[src/rtl/block_pkg.sv]
`default_nettype none
// ============================================================================
// block_pkg : screen geometry, square size and FSM encoding for block_plotter
// Rev 1.0
// ============================================================================
package block_pkg;

    localparam int SCREEN_W = 160;
    localparam int SCREEN_H = 120;
    localparam int SQ_SIZE  = 4;
    localparam int MAX_LEN  = 4;

    localparam int PX_W = $clog2(MAX_LEN * SQ_SIZE);
    localparam int PY_W = $clog2(SQ_SIZE);

    typedef enum logic [1:0] {
        IDLE = 2'd0,
        DRAW = 2'd1,
        DONE = 2'd2
    } plot_state_t;

    function automatic logic [2:0] clamp_len(input logic [2:0] len);
        if (len == 3'd0) begin
            return 3'd1;
        end else if (int'(len) > MAX_LEN) begin
            return 3'(MAX_LEN);
        end else begin
            return len;
        end
    endfunction

    // Last px index of a row of 'len' squares (len already clamped to >= 1)
    function automatic logic [PX_W-1:0] px_limit(input logic [2:0] len);
        return PX_W'(int'(len) * SQ_SIZE - 1);
    endfunction

endpackage
`default_nettype wire

[src/rtl/square_scan_counter.sv]
`default_nettype none
// ============================================================================
// square_scan_counter : row-major px/py scan with programmable px limit
// Rev 1.0
// ============================================================================
module square_scan_counter #(
    parameter int PX_W    = 4,
    parameter int PY_W    = 2,
    parameter int PY_LAST = 3
) (
    input  logic            clk,
    input  logic            reset,
    input  logic            load_i,
    input  logic            en_i,
    input  logic [PX_W-1:0] px_lim_i,
    output logic [PX_W-1:0] px_o,
    output logic [PY_W-1:0] py_o,
    output logic            last_o
);

    logic [PX_W-1:0] px_q;
    logic [PY_W-1:0] py_q;
    logic            w_px_wrap;
    logic            w_py_wrap;

    assign w_px_wrap = (px_q == px_lim_i);
    assign w_py_wrap = (py_q == PY_W'(PY_LAST));

    always_ff @(posedge clk or negedge reset) begin
        if (!reset) begin
            px_q <= '0;
            py_q <= '0;
        end else if (load_i) begin
            px_q <= '0;
            py_q <= '0;
        end else if (en_i) begin
            if (w_px_wrap) begin
                px_q <= '0;
                py_q <= w_py_wrap ? '0 : py_q + 1'b1;
            end else begin
                px_q <= px_q + 1'b1;
            end
        end
    end

    assign px_o   = px_q;
    assign py_o   = py_q;
    assign last_o = w_px_wrap && w_py_wrap;

endmodule
`default_nettype wire

[src/rtl/block_plotter.sv]
`default_nettype none
// ============================================================================
// block_plotter : rasterises a row of SQ_SIZE x SQ_SIZE squares into VGA writes
// Rev 1.0
// ============================================================================
module block_plotter
    import block_pkg::*;
(
    input  logic       clk,
    input  logic       reset,
    input  logic       go,
    input  logic [7:0] x_in,
    input  logic [6:0] y_in,
    input  logic [2:0] colour_in,
    input  logic [2:0] len_in,
    output logic [7:0] vga_x,
    output logic [6:0] vga_y,
    output logic [2:0] vga_colour,
    output logic       plot,
    output logic       busy,
    output logic       done
);

    plot_state_t     state_q;
    logic [7:0]      bx_q;
    logic [6:0]      by_q;
    logic [2:0]      col_q;
    logic [PX_W-1:0] lim_q;

    logic [7:0]      vga_x_q;
    logic [6:0]      vga_y_q;
    logic [2:0]      vga_col_q;
    logic            plot_q;
    logic            busy_q;
    logic            done_q;

    logic [PX_W-1:0] w_px;
    logic [PY_W-1:0] w_py;
    logic            w_last;
    logic            w_load;
    logic            w_en;
    logic [8:0]      w_sx;
    logic [7:0]      w_sy;
    logic            w_on;

    assign w_load = (state_q == IDLE) && go;
    assign w_en   = (state_q == DRAW);

    square_scan_counter #(
        .PX_W    (PX_W),
        .PY_W    (PY_W),
        .PY_LAST (SQ_SIZE - 1)
    ) u_scan (
        .clk      (clk),
        .reset    (reset),
        .load_i   (w_load),
        .en_i     (w_en),
        .px_lim_i (lim_q),
        .px_o     (w_px),
        .py_o     (w_py),
        .last_o   (w_last)
    );

    // One extra bit so right/bottom overflow is detectable rather than wrapping
    assign w_sx = {1'b0, bx_q} + 9'(w_px);
    assign w_sy = {1'b0, by_q} + 8'(w_py);
    assign w_on = (w_sx < 9'(SCREEN_W)) && (w_sy < 8'(SCREEN_H));

    always_ff @(posedge clk or negedge reset) begin
        if (!reset) begin
            state_q   <= IDLE;
            bx_q      <= '0;
            by_q      <= '0;
            col_q     <= '0;
            lim_q     <= '0;
            vga_x_q   <= '0;
            vga_y_q   <= '0;
            vga_col_q <= '0;
            plot_q    <= 1'b0;
            busy_q    <= 1'b0;
            done_q    <= 1'b0;
        end else begin
            case (state_q)
                IDLE: begin
                    plot_q <= 1'b0;
                    done_q <= 1'b0;
                    if (go) begin
                        bx_q    <= x_in;
                        by_q    <= y_in;
                        col_q   <= colour_in;
                        lim_q   <= px_limit(clamp_len(len_in));
                        busy_q  <= 1'b1;
                        state_q <= DRAW;
                    end
                end
                DRAW: begin
                    vga_x_q   <= w_sx[7:0];
                    vga_y_q   <= w_sy[6:0];
                    vga_col_q <= col_q;
                    plot_q    <= w_on;
                    if (w_last) begin
                        state_q <= DONE;
                    end
                end
                DONE: begin
                    plot_q  <= 1'b0;
                    done_q  <= 1'b1;
                    busy_q  <= 1'b0;
                    state_q <= IDLE;
                end
                default: begin
                    plot_q  <= 1'b0;
                    done_q  <= 1'b0;
                    busy_q  <= 1'b0;
                    state_q <= IDLE;
                end
            endcase
        end
    end

    assign vga_x      = vga_x_q;
    assign vga_y      = vga_y_q;
    assign vga_colour = vga_col_q;
    assign plot       = plot_q;
    assign busy       = busy_q;
    assign done       = done_q;

endmodule
`default_nettype wire

[config.mk]
export PLATFORM = sky130hd
export DESIGN_NAME = block_plotter
export DESIGN_NICKNAME = d
export VERILOG_FILES = /design/src/rtl/block_pkg.sv /design/src/rtl/square_scan_counter.sv /design/src/rtl/block_plotter.sv
export SDC_FILE = /design/constraint.sdc
export NUM_CORES = 1
export LEC_CHECK = 0
export CAP_MARGIN = 20
export CORE_ASPECT_RATIO = 0.6
export CORE_MARGIN = 2
export CORE_UTILIZATION = 52
export CTS_CLUSTER_SIZE = 40
export DETAILED_ROUTE_END_ITERATION = 8
export PLACE_DENSITY = 0.89
export SLEW_MARGIN = 10
export SYNTH_ARGS = -nofsm -noshare
export SYNTH_HDL_FRONTEND = slang
export SYNTH_HIERARCHICAL = 1
export SYNTH_SLANG_ARGS = --single-unit
[constraint.sdc]
create_clock -name clk -period 2.4 [get_ports clk]
set_input_delay 0.36 -clock clk [delete_from_list [all_inputs] [get_ports clk]]
set_output_delay 0.36 -clock clk [all_outputs]
set_load 0.01 [all_outputs]
; ---- Word level (Yosys, flattened, before mapping)
; Cells that the tools add are included.
[classes]
n_mux = 18
n_addsub = 5
bitwise_logic = 1
reduce_logical = 11
n_eq_ne = 6
order_cmp = 3
[ops]
columns = op, count
row1 = $mux 2, 10
row2 = $mux 4, 3
row3 = $add 8x4->9, 1
row4 = $lt 9x8->1 const B, 1
row5 = $add 7x2->8, 1
row6 = $lt 8x7->1 const B, 1
row7 = $reduce_and 2->1, 4
row8 = $add 4x1->4 const B, 1
row9 = $eq 2x2->1 const B, 2
row10 = $eq 4x4->1, 1
row11 = $ne 2x2->1 const B, 2
row12 = $pmux 1 s2, 2
row13 = $pmux 2 s2, 1
row14 = $reduce_bool 2->1, 2
row15 = $sub 4x1->4 const B, 1
row16 = $gt 3x3->1 const B, 1
row17 = $logic_and 1x1->1, 3
row18 = $logic_not 3->1, 1
row19 = $add 2x1->2 const B, 1
row20 = $eq 2x1->1 const B, 1
row21 = $logic_not 2->1, 1
row22 = $mux 1, 2
row23 = $not 1->1, 1
[word_totals]
ff_bits = 51
word_cells = 57
in_bits = 24

; ---- Depth between registers and ports, before layout
; Gate-level depths: netlist of the first run.
[logic_depth]
word_depth = 6
depth_mapped = 8
depth_no_buf = 8

; ---- By module
; The synthesis of the first run kept the hierarchy.
[modules_own_cells]
columns = mod, area_per_inst_um2, cells_each, instances
row1 = block_plotter, 1989.4, 180, 1
row2 = square_scan_counter, 409.1, 39, 1

; ---- Least setup slack after synthesis of the first run
; OpenSTA, ideal clock, no wires.
[synth_path]
path_kind = register -> register
start = register u_scan.py_q[0], in the netlist u_scan/py_o[0]
end = register plot_q, in the netlist plot
path_stages_with_launch = 8
path_buffers = 0
path_slack_ps = 510
t_arrival_ps = 1813
required_ps = 2323
path_cell_list = dfrtp_1 > ha_1 > fa_1 > and3b_1 > mux2_2 > a32oi_1 > o221ai_1 > a21oi_1
[synth_between]
elab_chain_cells = 4
[synth_lines]
columns = element, line
row1 = start: declaration, square_scan_counter.sv:22  ; logic [PY_W-1:0] py_q;
row2 = start signal: assignment, square_scan_counter.sv:39  ; py_q <= w_py_wrap ? '0 : py_q + 1'b1;
row3 = $add 7x2->8, block_plotter.sv:66  ; assign w_sy = {1'b0, by_q} + 8'(w_py);
row4 = $lt 8x7->1, block_plotter.sv:67  ; assign w_on = (w_sx < 9'(SCREEN_W)) && (w_sy < 8'(SCREEN_H));
row5 = $logic_and 1x1->1, block_plotter.sv:67
row6 = $mux 1, block_plotter.sv:83  ; case (state_q)
row7 = end signal: assignment, block_plotter.sv:100  ; plot_q <= w_on;
row8 = end: declaration, block_plotter.sv:33  ; logic plot_q;
; Every way passes these cells.
; A chain may end at the register's enable or synchronous reset.

; ---- Worst setup path in the final report of the first run
; Ends and elaborated chain as after synthesis.

==> metrics.txt, run 1 <==
slew of the pin with the lowest slew margin 0.618 ns; setup TNS 0 ns; CTS root buf clkbuf_8; hold_buf cts 0; cell area after layout 0.00303 mm2; cell count after synthesis 219; yosys warns 6; total gr overflow 0; port bufs 44; maximum VDD drop 0.648 mV; cts bufs inserted 5; Via-to-Cell Ratio 5.22; max incr delay on CP 0.44 ns; outcome finished, final reports clean; layout cells sized above 1 11.9%; initial antenna violation count 0; Worst Hold Class input port to async pin; Yosys reg bits 50; top-level port count 45; RSZ-0062 raised after global routing no; Initial Util 53.4%; n_diodes 0; worst r2r src u_scan/py_o[0]; worst setup path category flip-flop to flip-flop; asr flop ratio synth 100%; Syn Area/Cell 11.0 um2; DR iter-0 viols 69; postcts setup bufs 0; H-tree Lvls 2; commonest register cell after synthesis dfrtp_1; number of remaining DRC errors 0; CP Cell Sequence ha_1 > fa_1 > and3b_1 > mux2_2 > a32oi_1 > o221ai_1 > a21oi_1; Netlist cell types 42; syn_nets 253; clock buffer depth 2; All-Layer GR Usage 20.5%; routed vias 1734; Register-to-Register Path Depth 7; GPL Wtd Cong 0.841; total of max-cap violations 0; core box area 0.00449 mm2; Routed Wire Length 4670 um; first-pass GRT wire length 8300 um; Static Leak 1.32 nW; slowest CP cell fa_1; drt wl/cell 14.1 um; Worst Path Arrival 2.36 ns; Achievable Freq 467 MHz; largest net degree at the start of global routing 51; Reg2Reg Setup Slack 0.26 ns; crit path launch type flip-flop; antenna-violating nets left 0; Tmin final 2.14 ns; vias in the first global route 1766; PD cells 1350 mW/mm2; CTS tree done; CTS sink cnt 50; Setup violations, final 0; row cnt 19; sequential area share after synthesis 52.2%; Layout Skew 0.00511 ns; Synth-to-Final Area Change 26.2%; Reg clk slew, reported paths 0.09 ns; r2r endpoint plot; Clock Latency Late Sink 0.30 ns; DR pass1 iterations 4; Die Ht 56.6 um; number of synthesized flops with an enable pin 0; CP Max Fanout 5; die width 91.7 um; slew margin rel. 58.8%; non-filler cells, final 332; fin nets 302; CP endpoint kind flip-flop; final core occ 67.4%; critical path required time 2.62 ns; die area 0.00519 mm2; Post-Syn Area 0.00240 mm2; placed cell area 0.00292 mm2; max-slew violations 0; Cells after DPL 324; post-cts resize count 0; HPWL after detailed placement 3380 um; hold slack 0.152 ns; Final Hold Viols 0; Final period util 89.3%
metrics by stage:
step	power [mW]	setup WS [ns]
finish	4.08	0.258
global route	4.39	0.217
CTS	4.11	0.269
detailed placement	3.51	0.288
global placement	3.41	0.430
floorplan	2.80	0.510
placed cells by master (no fill, tap or decap), types with 5 or more instances in the layout:
cell type,instances
clkdlybuf4s50_1,43
dfrtp_1,50
inv_1,9
nand2_1,39
clkbuf_8,5
ha_1,8
o21ai_0,11
nor2_1,8
nand3_1,8
a21oi_1,14
xor2_1,7
mux2_2,14
worst max-delay path: cells and delay by family (launching register included):
family                   cells  cell delay (ns)
flip-flops                   1             0.42
AND/OR/NAND/NOR              1             0.22
AO/OA/AOI/OAI                3             0.48
multiplexers                 1             0.27
adder cells (fa/ha/maj)      2             0.67
registers in the layout (all words and copies together) (netlist names):
| name | count |
|---|---|
| col_q | 3 |
| vga_colour | 3 |
| plot | 1 |
| done | 1 |
| u_scan/px_o | 4 |
| lim_q | 3 |
| u_scan/py_o | 2 |
| busy | 1 |
| bx_q | 8 |
| by_q | 7 |
| vga_x | 8 |
| vga_y | 7 |
| state_q | 2 |
cell usage after synthesis, types with 2 or more instances:
cell type  number  share of area, %
nor2_1          8               1.3
inv_1           9               1.4
o21ai_0        11               2.3
nor2b_1         4               1.0
xnor2_1         4               1.5
nand3_1         8               1.7
a21oi_1        14               2.9
xnor2_2         3               2.0
ha_1            8               4.2
buf_2           3              0.63
mux2_1          4               1.9
nand3b_1        2              0.63
mux2_2         14               6.6
clkbuf_1        3              0.47
fa_1            2               1.7
o21ai_1         3              0.63
dfrtp_1        50                52
nand2_1        39               6.1
xor2_1          7               2.6
metal layers:
| metal | global-route usage [%] | vias to the layer above | share of wire [%] |
|---|---|---|---|
| met5 | 0 | - | 0 |
| met4 | 3.90 | 0 | 0.62 |
| met3 | 6.44 | 4 | 5.9 |
| met2 | 32.8 | 40 | 47 |
| met1 | 27.9 | 846 | 47 |
| li1 | - | 844 | - |
where the power goes:
part | internal (mW) | leakage (nW) | switching, mW
registers | 1.26 | 0.596 | 0.382
clock network | 0.312 | 0.0524 | 0.265
logic | 0.987 | 0.669 | 0.874
worst max path at each step:
stage	from	end	slack [ns]	cells after the start
5_1_grt	u_scan/py_o[0]	plot	0.22	7
3_3_place_gp	u_scan/py_o[0]	plot	0.43	7
2_1_floorplan	u_scan/py_o[0]	plot	0.51	7
6_report	u_scan/py_o[0]	plot	0.26	7
4_1_cts	u_scan/py_o[0]	plot	0.27	7
3_5_place_dp	u_scan/py_o[0]	plot	0.29	7
kinds of logic (layout without fill, tap and decap cells):
| kind of cell | count (synthesis) | after routing | synth area share (%) |
|---|---|---|---|
| adder cells (fa/ha/maj) | 10 | 10 | 5.84 |
| multiplexers | 19 | 19 | 8.87 |
| AO/OA/AOI/OAI | 39 | 39 | 9.44 |
| XOR/XNOR | 15 | 15 | 7.20 |
| AND/OR/NAND/NOR | 70 | 70 | 13.8 |
| flip-flops | 50 | 50 | 52.2 |
| buffers and inverters | 16 | 66 | 2.66 |
layout make-up:
type	instances	area, um2
clock buffers	7	76.3
flip-flops and latches	50	1250
well taps	63	78.8
fillers	349	1470
inverters	10	37.5
repair buffers	48	465
clock inverters	1	30.0
multi-input cells	153	1090
No activity file was read; power rests on OpenSTA's default activity.
==> inputs of run 2 (changes only) <==
- CORE_UTILIZATION: 52 -> 47
- PLACE_DENSITY: 0.89 -> 0.85
- clock period: 2.4 -> 1.96 ns (I/O delays scaled with it)
==> run 2 against run 1 <==
Against the previous run:
- die area up 10%
- critical path depth did not move
- non-clock buffer count grew 10
- cell count is 3.9% higher
- sequential power up 19%
- clock skew is 0.0028 ns higher
- combinational power is 32% higher
- first-iteration DRC count increased by 10%
- routed wire length is 2.6% higher
- clock-buffer cell count fell by 2
- clock power increased by 27%
- global-route usage is 1.2 points lower
==> metrics.txt, run 2 (same netlist as run 1, synthesis figures left out) <==
outcome finished, final reports clean; slowest CP cell dfrtp_1; worst setup path category flip-flop to flip-flop; Worst Hold Class input port to async pin; core box area 0.00498 mm2; Reg2Reg Setup Slack 0.08 ns; port bufs 44; hold slack 0.0733 ns; largest net degree at the start of global routing 51; fill count 401; Pwr Total 5.14 mW; Worst Path Arrival 2.11 ns; Routed Wire Length 4800 um; most frequent cells in the layout dfrtp_1, clkdlybuf4s50_1, nand2_1; CP endpoint kind flip-flop; DR pass1 iterations 4; Synth-to-Final Area Change 30.4%; drt wl/cell 13.9 um; CTS tree done; Achievable Freq 532 MHz; final core occ 62.8%; final setup margin 0.0800 ns; initial antenna violation count 0; CTS sink cnt 50; row cnt 20; CP Max Fanout 2; Initial Util 48.2%; most common cell after layout, fill and taps aside dfrtp_1; slew of the pin with the lowest slew margin 0.620 ns; kind of cell adding the most delay to the critical path adder cells; HPWL after detailed placement 3340 um; Via-to-Cell Ratio 5.22; Clock Latency Late Sink 0.31 ns; maximum VDD drop 0.781 mV; cts bufs inserted 5; All-Layer GR Usage 19.3%; total of max-cap violations 0; worst slack, placed 0.0188 ns; Seq. cell area 0.00125 mm2; PD cells 1640 mW/mm2; Tmin final 1.88 ns; fin nets 312; max incr delay on CP 0.39 ns; slew margin rel. 58.6%; Layout Skew 0.00794 ns; area occupied by multi-input gates 0.00110 mm2; n_diodes 0; Final period util 95.9%; first-pass GRT wire length 8250 um; DR iter-0 viols 76; crit path launch type flip-flop; CP Cell Sequence ha_2 > fa_2 > and3b_1 > mux2_2 > a32oi_2 > o221ai_1 > a21oi_1; die area 0.00571 mm2; Reg clk slew, reported paths 0.10 ns; number of remaining DRC errors 0; total gr overflow 0; setup TNS 0 ns; GPL Wtd Cong 0.799; Static Leak 1.36 nW; Final Hold Viols 0; vias in the first global route 1723; top-level port count 45; antenna-violating nets left 0; layout cells sized above 1 16.8%; max-slew violations 0; H-tree Lvls 2; Die Ht 59.3 um; routed vias 1800; buffers and inverters on the worst path 0; die width 96.2 um; critical path required time 2.19 ns; CTS root buf clkbuf_8; clock buffer depth 2; RSZ-0062 raised after global routing no; Setup violations, final 0
## run 2: final timing paths
check / start / end / cells past startpoint
min: reset / bx_q[5] / 2
min in group clk: col_q[1] / vga_colour[1] / 2
max in group asynchronous: reset / vga_y[4] / 2
max reg2reg: by_q[0] / plot / 7
min reg2reg: col_q[1] / vga_colour[1] / 2
max: by_q[0] / plot / 7
## run 2: what timing repair did
action,in CTS,in global routing
setup buffers,2,1
pin swaps,1,1
resized for setup,1,2
endpoints found under the setup margin,1,1
cloned,0,0
hold buffers,0,0
## run 2: cell type report
cell class                 count  area share [%]
sequential                    50            40.0
multi-input combinational    153            35.2
timing repair buffer          58            17.3
tap                           66            2.64
clock buffer                   5            2.20
clock inverter                 3            1.44
inverter                      10            1.20
## run 2: where the power goes
part / internal (mW) / total, mW / switching, mW
registers: 1.54 / 1.95 / 0.413
logic: 1.31 / 2.45 / 1.14
clock network: 0.380 / 0.733 / 0.353
total: 3.23 / 5.14 / 1.91
## run 2: per-layer routing
metal / vias to the layer above / part of all wire [%] / global-route usage (%)
met1: 875 / 49 / 26.4
met4: 0 / 0.71 / 4.49
li1: 872 / - / -
met3: 6 / 6.2 / 6.74
met5: - / 0 / 0
met2: 47 / 44 / 29.9
## run 2: stage by stage
| stage | instances | instance area, um2 |
|---|---|---|
| 6_report | 345 | 3130 |
| 2_1_floorplan | 219 | 2400 |
| 5_1_grt | 345 | 3130 |
| 3_3_place_gp | 334 | 2980 |
| 3_5_place_dp | 334 | 2980 |
| 4_1_cts | 344 | 3110 |
==> inputs of run 3 (changes only) <==
- ABC_AREA: unset -> 1
- GPL_TIMING_DRIVEN: unset -> 0
==> run 3 against run 2 <==
Against the previous run:
- register-to-register slack gained 0.04 ns
- total power shrank 7.3%
- clock-buffer cell count grew 1
- sequential cell count is the same
- via count grew 24%
- synthesized area grew 4.0%
- worst hold slack gained 0.37 ns
- fmax grew 2.3%
- combinational power shrank 7%
- largest cell class unchanged
- largest power group unchanged
- highest routed layer unchanged
==> metrics.txt, run 3 <==
crit path launch type flip-flop; All-Layer GR Usage 22.4%; Initial Util 49.1%; slew margin rel. 72.6%; layout cells sized above 1 12.3%; post-synth top area share 50.2%; slew of the pin with the lowest slew margin 0.411 ns; Pwr Total 4.76 mW; PD cells 1510 mW/mm2; routed vias 2228; hold slack 0.440 ns; grt peak-use layer met2; M1 GR Usage 28.8%; Register-to-Register Path Depth 11; largest net degree at the start of global routing 35; drt wl/cell 13.7 um; P_int 2.78 mW; cell count after synthesis 310; commonest register cell after synthesis dfrtp_1; CP Max Fanout 4; yosys warns 6; CP endpoint kind flip-flop; Syn Area/Cell 8.05 um2; Routed Wire Length 5920 um; max-slew violations 0; Final Hold Viols 0; cell area after layout 0.00315 mm2; die area 0.00593 mm2; CTS sink cnt 50; final setup margin 0.123 ns; Post-synth top cells nand2_1, dfrtp_1, inv_1, o21ai_0, nor2_1; GPL Wtd Cong 0.827; fill count 421; top cell type by total area after synthesis dfrtp_1; maximum VDD drop 0.580 mV; Tmin final 1.84 ns; DR pass1 iterations 4; Setup violations, final 0; setup TNS 0 ns; GR Layer Usage met2 38.1%; Netlist cell types 26; DR iter-0 viols 129; sequential area share after synthesis 50.2%; Layout Skew 0.00976 ns; Yosys reg bits 50; clock buffer depth 2; Static Leak 1.59 nW; syn_nets 344; vias in the first global route 2203; worst r2r src u_scan/px_o[0]; core box area 0.00508 mm2; RSZ-0062 raised after global routing no; critical path required time 2.17 ns; fin nets 399; row cnt 20; Net Switching 1.98 mW; H-tree Lvls 2; Synth-to-Final Area Change 26.2%; Sw Ratio 41.6%; initial antenna violation count 0; main area contributors after synthesis dfrtp_1, nand2_1, inv_1, o21ai_0, ha_1; most common cell after layout, fill and taps aside nand2_1; first-pass GRT wire length 10200 um; most frequent cell after synthesis nand2_1; worst slack, placed -0.0574 ns; die width 98.1 um; Reg clk slew, reported paths 0.09 ns; number of synthesized flops with an enable pin 0; asr flop ratio synth 100%; total gr overflow 0; n_diodes 0; cts bufs inserted 5; Worst Path Arrival 2.05 ns; port bufs 44; Worst Hold Class input port to async pin; met3 global-route usage 7.14%; Die Ht 60.4 um; total of max-cap violations 0; Post-Syn Area 0.00249 mm2; Clock Latency Late Sink 0.31 ns; top-level port count 45; Reg2Reg Setup Slack 0.12 ns; Worst setup startpoint u_scan/px_o[0]; CTS root buf clkbuf_8; r2r endpoint plot; Achievable Freq 544 MHz; most frequent cells in the layout nand2_1, dfrtp_1, clkdlybuf4s50_1; placed cell area 0.00303 mm2; number of remaining DRC errors 0; Reg power frac 39.7%; Via-to-Cell Ratio 5.16; HPWL after detailed placement 4290 um; worst setup path category flip-flop to flip-flop; antenna-violating nets left 0; Clock power frac 12.7%; Final period util 93.7%; CTS tree done; crit path to plot; Comb pwr share 47.6%; outcome finished, final reports clean
==> run 3: cell types whose count changed in the layout (fill, tap and decap cells not counted), sizes merged, moves of 6 or more <==
cell,change
xnor2,-8
o21ai,+15
nor2,+14
a21oi,-6
nand2,+84
mux2,-18
inv,+26
==> run 3: timing repair <==
item                                    in CTS  in global routing
pin swaps                                    0                  0
endpoints found under the setup margin       1                  2
gates resized for setup                      1                  2
hold endpoints to repair                    16                  0
cloned                                       0                  0
hold buffers                                 1                  0
setup buffers                                0                  2
==> run 3: worst min path at each step <==
stage | cells past startpoint | startpoint | to
3_3_place_gp | 2 | vga_y[1] | vga_y[1]
6_report | 2 | reset | vga_y[3]
3_5_place_dp | 1 | reset | vga_colour[2]
4_1_cts | 2 | reset | vga_colour[2]
5_1_grt | 2 | reset | vga_colour[2]
2_1_floorplan | 0 | reset | busy
==> run 3: routing by layer <==
layer | wire length [um] | part of all wire [%]
met5 | 0 | 0
met4 | 50 | 0.85
met3 | 440 | 7.4
met2 | 2800 | 47
met1 | 2630 | 44
==> run 3: cell type report <==
class                      instances  area (um2)  share of cell area, %
sequential                        50        1250                   39.8
multi-input combinational        216        1070                   33.8
timing repair buffer              48         480                   15.3
inverter                          37         140                   4.45
tap                               66        82.6                   2.62
clock buffer                       6        72.6                   2.30
buffer                             7        40.0                   1.27
clock inverter                     2        13.8                  0.437
==> run 3: power by group through the flow <==
stage	combinational [mW]	sequential [mW]	clock [mW]
2_1_floorplan	1.29	1.92	0
3_3_place_gp	2.08	1.88	0
3_5_place_dp	2.19	1.91	0
4_1_cts	2.22	1.90	0.625
5_1_grt	2.57	1.96	0.680
6_report	2.27	1.89	0.605
==> run 3: kinds of logic (layout without fill, tap and decap cells) <==
group | count (synthesis) | in the layout | synth area share, %
simple gates | 164 | 164 | 27.9
flops | 50 | 50 | 50.2
buf+inv | 44 | 100 | 7.22
compound gates | 40 | 40 | 8.38
fa+ha+maj | 10 | 10 | 5.62
xor+xnor | 2 | 2 | 0.702
==> run 3: metrics by stage <==
stage | util (%) | std cells
global placement | 59.4 | 420
finish | 62.0 | 432
CTS | 61.6 | 430
detailed placement | 59.7 | 421
global route | 62.0 | 432
floorplan | - | 310
==> run 3: critical path: stages (launching register included) <==
cell	delay, ns
dfrtp_2	0.39
ha_1	0.18
inv_1	0.06
fa_1	0.37
inv_1	0.08
nand3_1	0.12
nand2_2	0.14
nand2_1	0.06
nand2_1	0.05
nand2_1	0.06
a21oi_1	0.17
nor2_1	0.05
